$ cat src/rtl/debounce_bank.sv
// Pushbutton conditioner: per-channel 2-flop synchroniser, stability filter,
// one-cycle press/release pulses and an optional hold-to-repeat tick.
module debounce_bank #(
  parameter int   NUM_CH     = 4,
  parameter int   CNT_W      = 20,
  parameter int   STABLE_CNT = 500000,
  parameter logic RST_VAL    = 1'b0,
  parameter int   REPEAT_EN  = 1,
  parameter int   RPT_W      = 26,
  parameter int   REPEAT_DLY = 25000000,
  parameter int   REPEAT_PER = 5000000
) (
  input  logic              clk,
  input  logic              rst_n,
  input  logic [NUM_CH-1:0] pb_in,
  output logic [NUM_CH-1:0] pb_state,
  output logic [NUM_CH-1:0] pb_rise,
  output logic [NUM_CH-1:0] pb_fall,
  output logic [NUM_CH-1:0] pb_tick
);

  localparam logic [CNT_W-1:0] STABLE_MAX = CNT_W'(STABLE_CNT - 1);
  localparam logic [RPT_W-1:0] DLY_MAX    = RPT_W'(REPEAT_DLY - 1);
  localparam logic [RPT_W-1:0] PER_MAX    = RPT_W'(REPEAT_PER - 1);

  genvar gi;
  generate
    for (gi = 0; gi < NUM_CH; gi++) begin : g_ch
      logic             sync0_reg;
      logic             sync1_reg;
      logic             state_reg;
      logic             rise_reg;
      logic             fall_reg;
      logic [CNT_W-1:0] cnt_reg;
      logic             accept;

      // New level has differed from the accepted one for STABLE_CNT edges.
      assign accept = (sync1_reg != state_reg) && (cnt_reg == STABLE_MAX);

      always_ff @(posedge clk or negedge rst_n) begin
        if (!rst_n) begin
          sync0_reg <= RST_VAL;
          sync1_reg <= RST_VAL;
          state_reg <= RST_VAL;
          cnt_reg   <= '0;
          rise_reg  <= 1'b0;
          fall_reg  <= 1'b0;
        end else begin
          sync0_reg <= pb_in[gi];
          sync1_reg <= sync0_reg;
          rise_reg  <= accept & sync1_reg;
          fall_reg  <= accept & ~sync1_reg;
          if ((sync1_reg == state_reg) || accept) begin
            cnt_reg <= '0;
          end else begin
            cnt_reg <= cnt_reg + 1'b1;
          end
          if (accept) begin
            state_reg <= sync1_reg;
          end
        end
      end

      assign pb_state[gi] = state_reg;
      assign pb_rise[gi]  = rise_reg;
      assign pb_fall[gi]  = fall_reg;

      if (REPEAT_EN != 0) begin : g_rpt
        logic [RPT_W-1:0] rcnt_reg;
        logic             periodic_reg;
        logic             tick_reg;
        logic             rpt_hit;

        // periodic_reg selects the PER interval once the initial delay tick
        // has fired; rcnt restarts at every tick so it can never wrap.
        assign rpt_hit = state_reg && !accept &&
                         (periodic_reg ? (rcnt_reg == PER_MAX) : (rcnt_reg == DLY_MAX));

        always_ff @(posedge clk or negedge rst_n) begin
          if (!rst_n) begin
            rcnt_reg     <= '0;
            periodic_reg <= 1'b0;
            tick_reg     <= 1'b0;
          end else begin
            tick_reg <= (accept & sync1_reg) | rpt_hit;
            if (!state_reg || accept || rpt_hit) begin
              rcnt_reg <= '0;
            end else begin
              rcnt_reg <= rcnt_reg + 1'b1;
            end
            if (!state_reg || accept) begin
              periodic_reg <= 1'b0;
            end else if (rpt_hit) begin
              periodic_reg <= 1'b1;
            end
          end
        end

        assign pb_tick[gi] = tick_reg;
      end else begin : g_norpt
        assign pb_tick[gi] = rise_reg;
      end
    end
  endgenerate

endmodule

$ cat config.mk
export PLATFORM = sky130hd
export DESIGN_NAME = debounce_bank
export DESIGN_NICKNAME = d
export VERILOG_FILES = /design/src/rtl/debounce_bank.sv
export SDC_FILE = /design/constraint.sdc
export NUM_CORES = 1
export LEC_CHECK = 0
export BUFFER_PORTS_ARGS = -buffer_cell sky130_fd_sc_hd__clkbuf_2
export CORE_MARGIN = 5
export CORE_UTILIZATION = 35
export DETAILED_ROUTE_END_ITERATION = 8
export PLACE_DENSITY = 0.6
export SYNTH_ARGS = -nofsm -noshare
export SYNTH_HDL_FRONTEND = slang
export SYNTH_SLANG_ARGS = --single-unit
$ cat constraint.sdc
create_clock -name clk -period 3.6 [get_ports clk]
set_input_delay 0.18 -clock clk [delete_from_list [all_inputs] [get_ports clk]]
set_output_delay 0.18 -clock clk [all_outputs]
set_load 0.03 [all_outputs]
# --- Word-level counts from Yosys, hierarchy flattened ---
# Index checks and enable logic that the tools add are counted.
totals:
  ff_bits: 212
  input_bits: 6
  out_inout_bits: 16
  wordCells: 136
op_classes:
  addsub: 8
  eq_ne: 20
  n_mux: 20
  n_bitwise: 16
  reduce_logical: 36
op_table:
  columns: ["op", "count"]
  rows:
  - ["26-bit by 1-bit adder with 26-bit output, second input constant", 4]
  - ["26-bit by 23-bit == test with 1-bit output, second input constant", 4]
  - ["26-bit by 25-bit == test with 1-bit output, second input constant", 4]
  - ["26-bit 2-to-1 mux", 4]
  - ["20-bit by 1-bit adder with 20-bit output, second input constant", 4]
  - ["20-bit by 19-bit == test with 1-bit output, second input constant", 4]
  - ["20-bit 2-to-1 mux", 4]
  - ["1-bit logical AND", 12]
  - ["1-bit logical OR", 12]
  - ["1-bit 2-to-1 mux", 12]
  - ["1-bit bitwise AND", 8]
  - ["1-bit logical NOT", 8]
  - ["2-bit nonzero test", 4]
  - ["1-bit == test", 4]
  - ["1-bit != test", 4]
  - ["1-bit inverter", 4]
  - ["1-bit OR", 4]

# --- Logic depth before layout (Yosys ltp) ---
# Gate-level depths: netlist of run 1.
depth:
  depth_word: 7
  mapped_depth: 7
  mapped_depth_nobuf: 5

# --- Worst setup path after synthesis of run 1 ---
# Ideal clock, no wire load.
synth_path:
  path_type: "register to register"
  from: "reg g_ch[2].g_rpt.rcnt_reg[0]"
  to: "reg g_ch[2].g_rpt.rcnt_reg[22]"
  setup_ps: 87
  t_arrival_ps: 2113
  t_required_ps: 3513
  slack_ps: 1400
  stages_incl_launch_ff: 7
  n_path_buf: 1
  period_less_slack_ps: 2200
  cell_sequence: "dfrtp_1 > ha_1 > nand3_1 > or4_1 > buf_2 > or4_1 > a211oi_2"
synth_between:
  elab_chain_cells: 5
  elab_cells_between_ends: 7
  cone_classes: "add/sub (1); eq/ne (2); mux (2); reduce/logical (2)"
synth_rtl:
  columns: ["element", "line", "text"]
  rows:
  - ["start, declared", "69", "logic [RPT_W-1:0] rcnt_reg;"]
  - ["start signal, assigned", "89", "rcnt_reg <= rcnt_reg + 1'b1;"]
  - ["parallel branches: the longest is 4 deep, another holds 26-bit by 1-bit adder with 26-bit output", null, null]
  - ["26-bit 2-to-1 mux *", "86", "if (!state_reg || accept || rpt_hit) begin"]
# Mark *: on every way between the ends.
# A chain may end at the register's enable or synchronous reset.

# --- Worst setup path in the final report of run 1 ---
layout_path:
  from: "reg g_ch[3].g_rpt.rcnt_reg[2]"
  to: "reg g_ch[3].g_rpt.rcnt_reg[9]"
layout_between:
  elab_chain_cells: 5
  elab_cells_between_ends: 7
  cone_classes: "add/sub (1); eq/ne (2); mux (2); reduce/logical (2)"
layout_rtl:
  columns: ["element", "line"]
  rows:
  - ["start, declared", "69"]
  - ["start signal, assigned", "89"]
  - ["parallel branches: the longest is 4 deep, another holds 26-bit by 1-bit adder with 26-bit output", null]
  - ["26-bit 2-to-1 mux *", "86"]
# Marked as above.

==> results of run 1 <==
[routing by layer]
metal | part of all wire [%] | vias up | wire, um | global-route usage [%]
met2 | 47 | 75 | 10300 | 21.5
met1 | 48 | 4037 | 10400 | 17.9
met3 | 2.7 | 34 | 587 | 1.94
met4 | 2.1 | 0 | 457 | 3.06
met5 | 0 | - | 0 | 0
li1 | - | 4053 | - | -
[power groups by stage]
stage               clock, mW  sequential, mW  combinational [mW]
CTS                      2.62            2.42               0.101
floorplan                   0            2.46              0.0285
finish                   2.52            2.42              0.0948
global route             2.71            2.42               0.115
global placement            0            2.46              0.0963
detailed placement          0            2.46              0.0960
[critical path, delay by kind of cell, from the launching register on]
kind	cells	cell delay, ps
DFF	1	410
buffers and inverters	1	360
and+or+nand+nor	3	830
AOI/OAI and AO/OA	1	660
[area by class of cell]
| type | instances | area (sq um) | area share [%] |
|---|---|---|---|
| timing repair buffer | 41 | 290 | 2.39 |
| clock inverter | 6 | 90.1 | 0.743 |
| multi-input combinational | 777 | 5120 | 42.2 |
| sequential | 212 | 5310 | 43.7 |
| inverter | 25 | 93.8 | 0.774 |
| tap | 396 | 495 | 4.09 |
| clock buffer | 38 | 734 | 6.06 |
[cell usage after synthesis, types with 3 or more instances]
| cell | number |
|---|---|
| or4_1 | 44 |
| nand3b_1 | 3 |
| nand3_1 | 63 |
| nand2_1 | 52 |
| nor2_1 | 59 |
| o21ai_0 | 31 |
| buf_6 | 8 |
| and3_1 | 19 |
| or3_1 | 30 |
| nor4_1 | 14 |
| and2_1 | 13 |
| nor3b_1 | 8 |
| a21oi_1 | 24 |
| xor2_1 | 57 |
| o21ai_1 | 3 |
| a22oi_1 | 3 |
| o31ai_1 | 39 |
| or2_2 | 4 |
| dfrtp_1 | 212 |
| buf_4 | 16 |
| ha_1 | 8 |
| clkbuf_1 | 37 |
| nand4b_1 | 3 |
| a211oi_2 | 3 |
| or4_4 | 3 |
| inv_1 | 25 |
| nand4_1 | 60 |
| and4_1 | 25 |
| xnor2_1 | 45 |
| o31ai_2 | 3 |
| nor3_1 | 77 |
| buf_2 | 4 |
| a211oi_1 | 46 |
| nor4b_1 | 11 |
[through the flow]
| step | instance area (sq um) | worst slack, ps | std cells |
|---|---|---|---|
| floorplan | 10900 | 1400 | 1079 |
| global placement | 11300 | 1250 | 1446 |
| detailed placement | 11300 | 1200 | 1446 |
| CTS | 12100 | 1190 | 1495 |
| global route | 12100 | 945 | 1495 |
| finish | 12100 | 1200 | 1495 |
[how the worst max path moves through the flow]
stage	to	cells after the start
after detailed placement	g_ch[2].g_rpt.rcnt_reg[22]	5
after global routing	g_ch[3].g_rpt.rcnt_reg[9]	5
after CTS	g_ch[2].g_rpt.rcnt_reg[22]	5
after global placement	g_ch[0].cnt_reg[11]	4
final	g_ch[3].g_rpt.rcnt_reg[9]	5
after floorplan	g_ch[2].g_rpt.rcnt_reg[22]	6
[kinds of logic after synthesis]
| logic type | count (synthesis) |
|---|---|
| buffers and inverters | 90 |
| XOR/XNOR | 102 |
| AND/OR/NAND/NOR | 500 |
| adder cells (fa/ha/maj) | 8 |
| AO/OA/AOI/OAI | 167 |
| flip-flops | 212 |
==> impl_results.md, run 1 <==
- Outcome: finished clean
- Critical Path AT: 2790 ps
- Final nets: approximately 1100
- Design internal power: slightly below 4 mW
- Worst setup path start: g_ch[3].g_rpt.rcnt_reg[2]
- Syn Inst Count: roughly 1100
- Crit end category: register
- Resize count post-CTS: 0
- Clk_lat worst skew: between 500 and 600 ps
- DRT Pass-1 Iters: 5
- Peak VDD IR: ~0.29 mV
- Detailed router's first-iteration violation count: between 400 and 500
- CP max FO: 19
- Initial Utilization: between 30% and 40%
- Fraction of layout cells with a size suffix above 1: about 8.8%
- Drt drc: 0
- First-pass GRT wire length: just under 40 mm
- Die width: 186 um
- Vias/cell: 5.48
- Setup Viol. Count Final: 0
- Die area: approximately 35000 sq um
- Io pins: 22
- Ys Warns: 0
- Seq/Total Area, Yosys: about 50%
- Crit-path max cell delay: ~660 ps
- Core footprint: a little over 30000 sq um
- Worst slew pin tran: ~740 ps
- Reg2Reg Launch Point: g_ch[3].g_rpt.rcnt_reg[2]
- FP Rows: 64
- Main combinational cell family by area after synthesis: simple AND/OR/NAND/NOR gates
- Post-synthesis adder-cell area fraction: less than 1%
- Initial antenna violation count: 0
- Die H: ~190 um
- Seq pwr share: between 40% and 50%
- Vias in the first global route: a little over 8000
- Post-synthesis async set-or-reset flop share: 100%
- Post-CTS setup buffers: 0
- CTS Buffer Depth: 3
- Max-slew violations: 0
- Seq cells post-synth: ~210
- Synth top area cells: dfrtp_1 (49%), xor2_1 (4.6%), xnor2_1 (3.6%)
- Setup crit start kind: register
- Number of flops mapped to enable cells by yosys: 0
- Mean Syn Cell Area: just over 10 sq um
- Core Util, Final: between 30 and 40%
- Switching Power: between 1 and 1.5 mW
- Top_reg_cell synth: dfrtp_1
- Switch share: between 20% and 30%
- RSZ-0062 raised after global routing: no
- Max-cap violations: 0
- CTS H-tree depth: 1
- Post-synth top area cell: dfrtp_1
- GP Congestion: approximately 0.80
- Cells along the critical path: and4_1, nand2_1, a211oi_2, buf_4, nor3_1
- Setup_tns: 0 ps
- Port Buf Inserts: 21
- Num CTS Buffers: 25
- Clock power frac: between 50% and 60%
- Area Overhead vs Synth: 11.7%
- Slowest cell on crit path: a211oi_2
- Post-synthesis mux area share: 0%
- Reg2Reg Setup Slack: 1200 ps
- DR WL/cell: ~15 um
- Hold Fails Final Rpt: 0
- Fmax: 0.416 GHz
- DRT Wirelength: approximately 22 mm
- Clk pin slew, worst setup/hold paths: approximately 60 ps
- Kind of critical path: register to register
- Unique masters post-synth: 55
- PD cells: a little over 400 nW/um^2
- Combinational power share: roughly 1.9%
- Worst setup skew after layout: ~21 ps
- Synth Area in Compound Gates: between 10% and 20%
- CTS Sinks: between 200 and 250
- Commonest non-fill, non-tap cells in the layout: dfrtp_1 (212), nor3_1 (77), nand3_1 (63), nand4_1 (60), nor2_1 (59)
- Largest register FFs: roughly 100
- Post-synth top area share: 48.8%
- Minimum clock period: roughly 2400 ps
- Commonest non-fill, non-tap cell in the layout: dfrtp_1
- Clk root buf: clkbuf_16
- GR Overflow Total: 0
- Synth Area in XOR/XNOR: 8.23%
- Via count: roughly 8200
- Synth Cell Area: roughly 11000 sq um
- Diode count: 0
- DPL Wire Length: roughly 14 mm
- Tot GR Track Use: 12.9%
- Critical path required time: roughly 4000 ps
- Worst slew margin: approximately half
- Simple-gate share of the synthesized area: 26.7%
- Pleak: 4.58 nW
- Hold crit path type: input port to asynchronous set/reset pin
- Power, Total: around 5 mW
- FILL cells: roughly 3000
- CTS tree: yes
- Reg2reg path depth: 5
- Worst-case hold slack: 237 ps
- Post-route ant nets: 0
- R2R Path End: g_ch[3].g_rpt.rcnt_reg[9]
- Hold-fix buffers, CTS: 5
- Largest net degree at the start of global routing: 80
- Tcrit/Tclk final: between 60% and 70%
- Post-Syn Nets: approximately 1100
Power figures use the tool's default switching activity.
==> run 2: changes to the inputs <==
- clock period: 3.6 -> 2.29 ns (I/O delays scaled with it)
==> impl_results.md, run 2 (synthesized netlist as in run 1, its figures left out) <==
- Outcome: finished clean
- Critical path required time: roughly 2700 ps
- Post-CTS setup buffers: 0
- Peak VDD IR: 0.530 mV
- Setup_tns: 0 ps
- GR peak layer: met2
- RSZ-0062 raised after global routing: no
- Setup Viol. Count Final: 0
- PD cells: ~600 nW/um^2
- Port Buf Inserts: 21
- Reg2Reg Setup Slack: 140 ps
- First-pass GRT wire length: approximately 40 mm
- Pleak: approximately 4.7 nW
- GR Overflow Total: 0
- Fmax: 0.464 GHz
- Clock power frac: between 40% and 50%
- Critical Path AT: 2550 ps
- Design internal power: 5.91 mW
- Commonest non-fill, non-tap cell in the layout: dfrtp_1
- Tot GR Track Use: a little over an eighth
- Detailed router's first-iteration violation count: about 530
- Met1 global-route usage: 18.5%
- Drt drc: 0
- CTS H-tree depth: 1
- Largest register FFs: 104
- DRT Wirelength: 22.3 mm
- Power, Total: approximately 7.6 mW
- Worst setup skew after layout: 16.0 ps
- Largest net degree at the start of global routing: 64
- Die H: 186 um
- Combinational power share: ~2.1%
- Crit end category: register
- Tcrit/Tclk final: between 90% and 100%
- Area Overhead vs Synth: 13.4%
- Reg2reg path depth: 5
- Clk root buf: clkbuf_16
- R2R Path End: g_ch[1].g_rpt.rcnt_reg[5]
- Clk_lat worst skew: 510 ps
- Minimum clock period: around 2200 ps
- Core footprint: between 30000 and 40000 sq um
- Setup crit start kind: register
- Routing usage on met2: 21.4%
- GP Congestion: 0.773
- M3 GR Usage: a little over 2%
- Seq pwr share: 50.2%
- DRT Pass-1 Iters: 5
- Via count: 8305
- Die area: ~35000 sq um
- Io pins: 22
- Die width: 186 um
- Worst slew pin tran: 514 ps
- Post-route ant nets: 0
- Max-cap violations: 0
- Crit path capture: g_ch[1].g_rpt.rcnt_reg[5]
- Commonest non-fill, non-tap cells in the layout: dfrtp_1 (212), nor3_1 (77), nand3_1 (63), nand4_1 (60), nor2_1 (59)
- Vias in the first global route: between 8000 and 9000
- DR WL/cell: 14.7 um
- Worst slew margin: 65.8%
- Initial antenna violation count: 0
- Switch share: between 20% and 30%
- Num CTS Buffers: 25
- Initial Utilization: between 30% and 40%
- Switching Power: 1.66 mW
- Diode count: 0
- DPL Wire Length: approximately 14 mm
- Clk pin slew, worst setup/hold paths: ~60 ps
- Worst setup path start: g_ch[1].g_rpt.rcnt_reg[7]
- Kind of critical path: register to register
- Hold Fails Final Rpt: 0
- CTS Buffer Depth: 3
- Hold crit path type: input port to asynchronous set/reset pin
- CTS Sinks: about 210
- CTS tree: yes
- FP Rows: 64
- Reg2Reg Launch Point: g_ch[1].g_rpt.rcnt_reg[7]
- Fraction of layout cells with a size suffix above 1: 10.9%
- CP max FO: 14
- Max-slew violations: 0
- Vias/cell: about 5.5
- Final nets: between 1000 and 1500
==> run 2: cell types whose count changed in the layout (fill, tap and decap cells not counted), sizes merged <==
cell,previous run,this run
inv,27,25
clkinvlp,0,1
clkinv,2,7
bufinv,2,0
buf,16,41
clkbuf,58,54
==> run 2: worst min path at each step <==
stage,from,to,cells past startpoint
floorplan,rst_n,g_ch[0].cnt_reg[0],0
global placement,rst_n,g_ch[3].cnt_reg[2],1
detailed placement,rst_n,g_ch[3].cnt_reg[3],1
CTS,rst_n,g_ch[3].state_reg,2
global route,rst_n,g_ch[3].cnt_reg[3],2
finish,rst_n,g_ch[3].cnt_reg[2],2
==> run 2: what timing repair did <==
action                                 4_1_cts  5_1_grt
gates resized for setup                      0        1
endpoints found under the hold margin       65        0
hold buffers                                 5        0
setup endpoints to repair                    0        2
==> run 2: per-stage QoR <==
step / hold WS (ps) / std cells / setup WS [ps] / area (sq um) / util (%)
2_1_floorplan: -181 / 1079 / 90.2 / 10900 / -
3_3_place_gp: 111 / 1471 / 112 / 11500 / 37.7
3_5_place_dp: 115 / 1471 / 89.7 / 11500 / 37.7
4_1_cts: 175 / 1518 / 66.0 / 12300 / 40.3
5_1_grt: 202 / 1518 / 33.0 / 12300 / 40.3
6_report: 160 / 1518 / 135 / 12300 / 40.3
==> run 2: area by class of cell <==
cell class	instances	area [sq um]
timing repair buffer	66	566
sequential	212	5310
tap	396	495
multi-input combinational	777	5120
clock buffer	34	689
clock inverter	8	46.3
inverter	25	93.8
fill	2972	18300
==> run 2: power by group through the flow <==
stage	registers, mW	logic, mW	clock network (mW)
after floorplan	3.86	0.0448	0
after global placement	3.87	0.162	0
after detailed placement	3.87	0.164	0
after CTS	3.80	0.171	3.73
after global routing	3.80	0.192	3.89
final	3.80	0.161	3.61
==> run 2: layer usage <==
metal  wire, um  vias to the layer above
met1      11100                     4113
met4        476                        0
met3        580                       29
met2      10200                       64
li1           -                     4099
met5          0                        -
==> run 2: worst max-delay path, stage by stage, from the launching register on <==
cell and delay (ps):
dfrtp_1 430, or4b_1 530, or4_4 510, a2111oi_4 220, buf_4 270, nor3_1 80
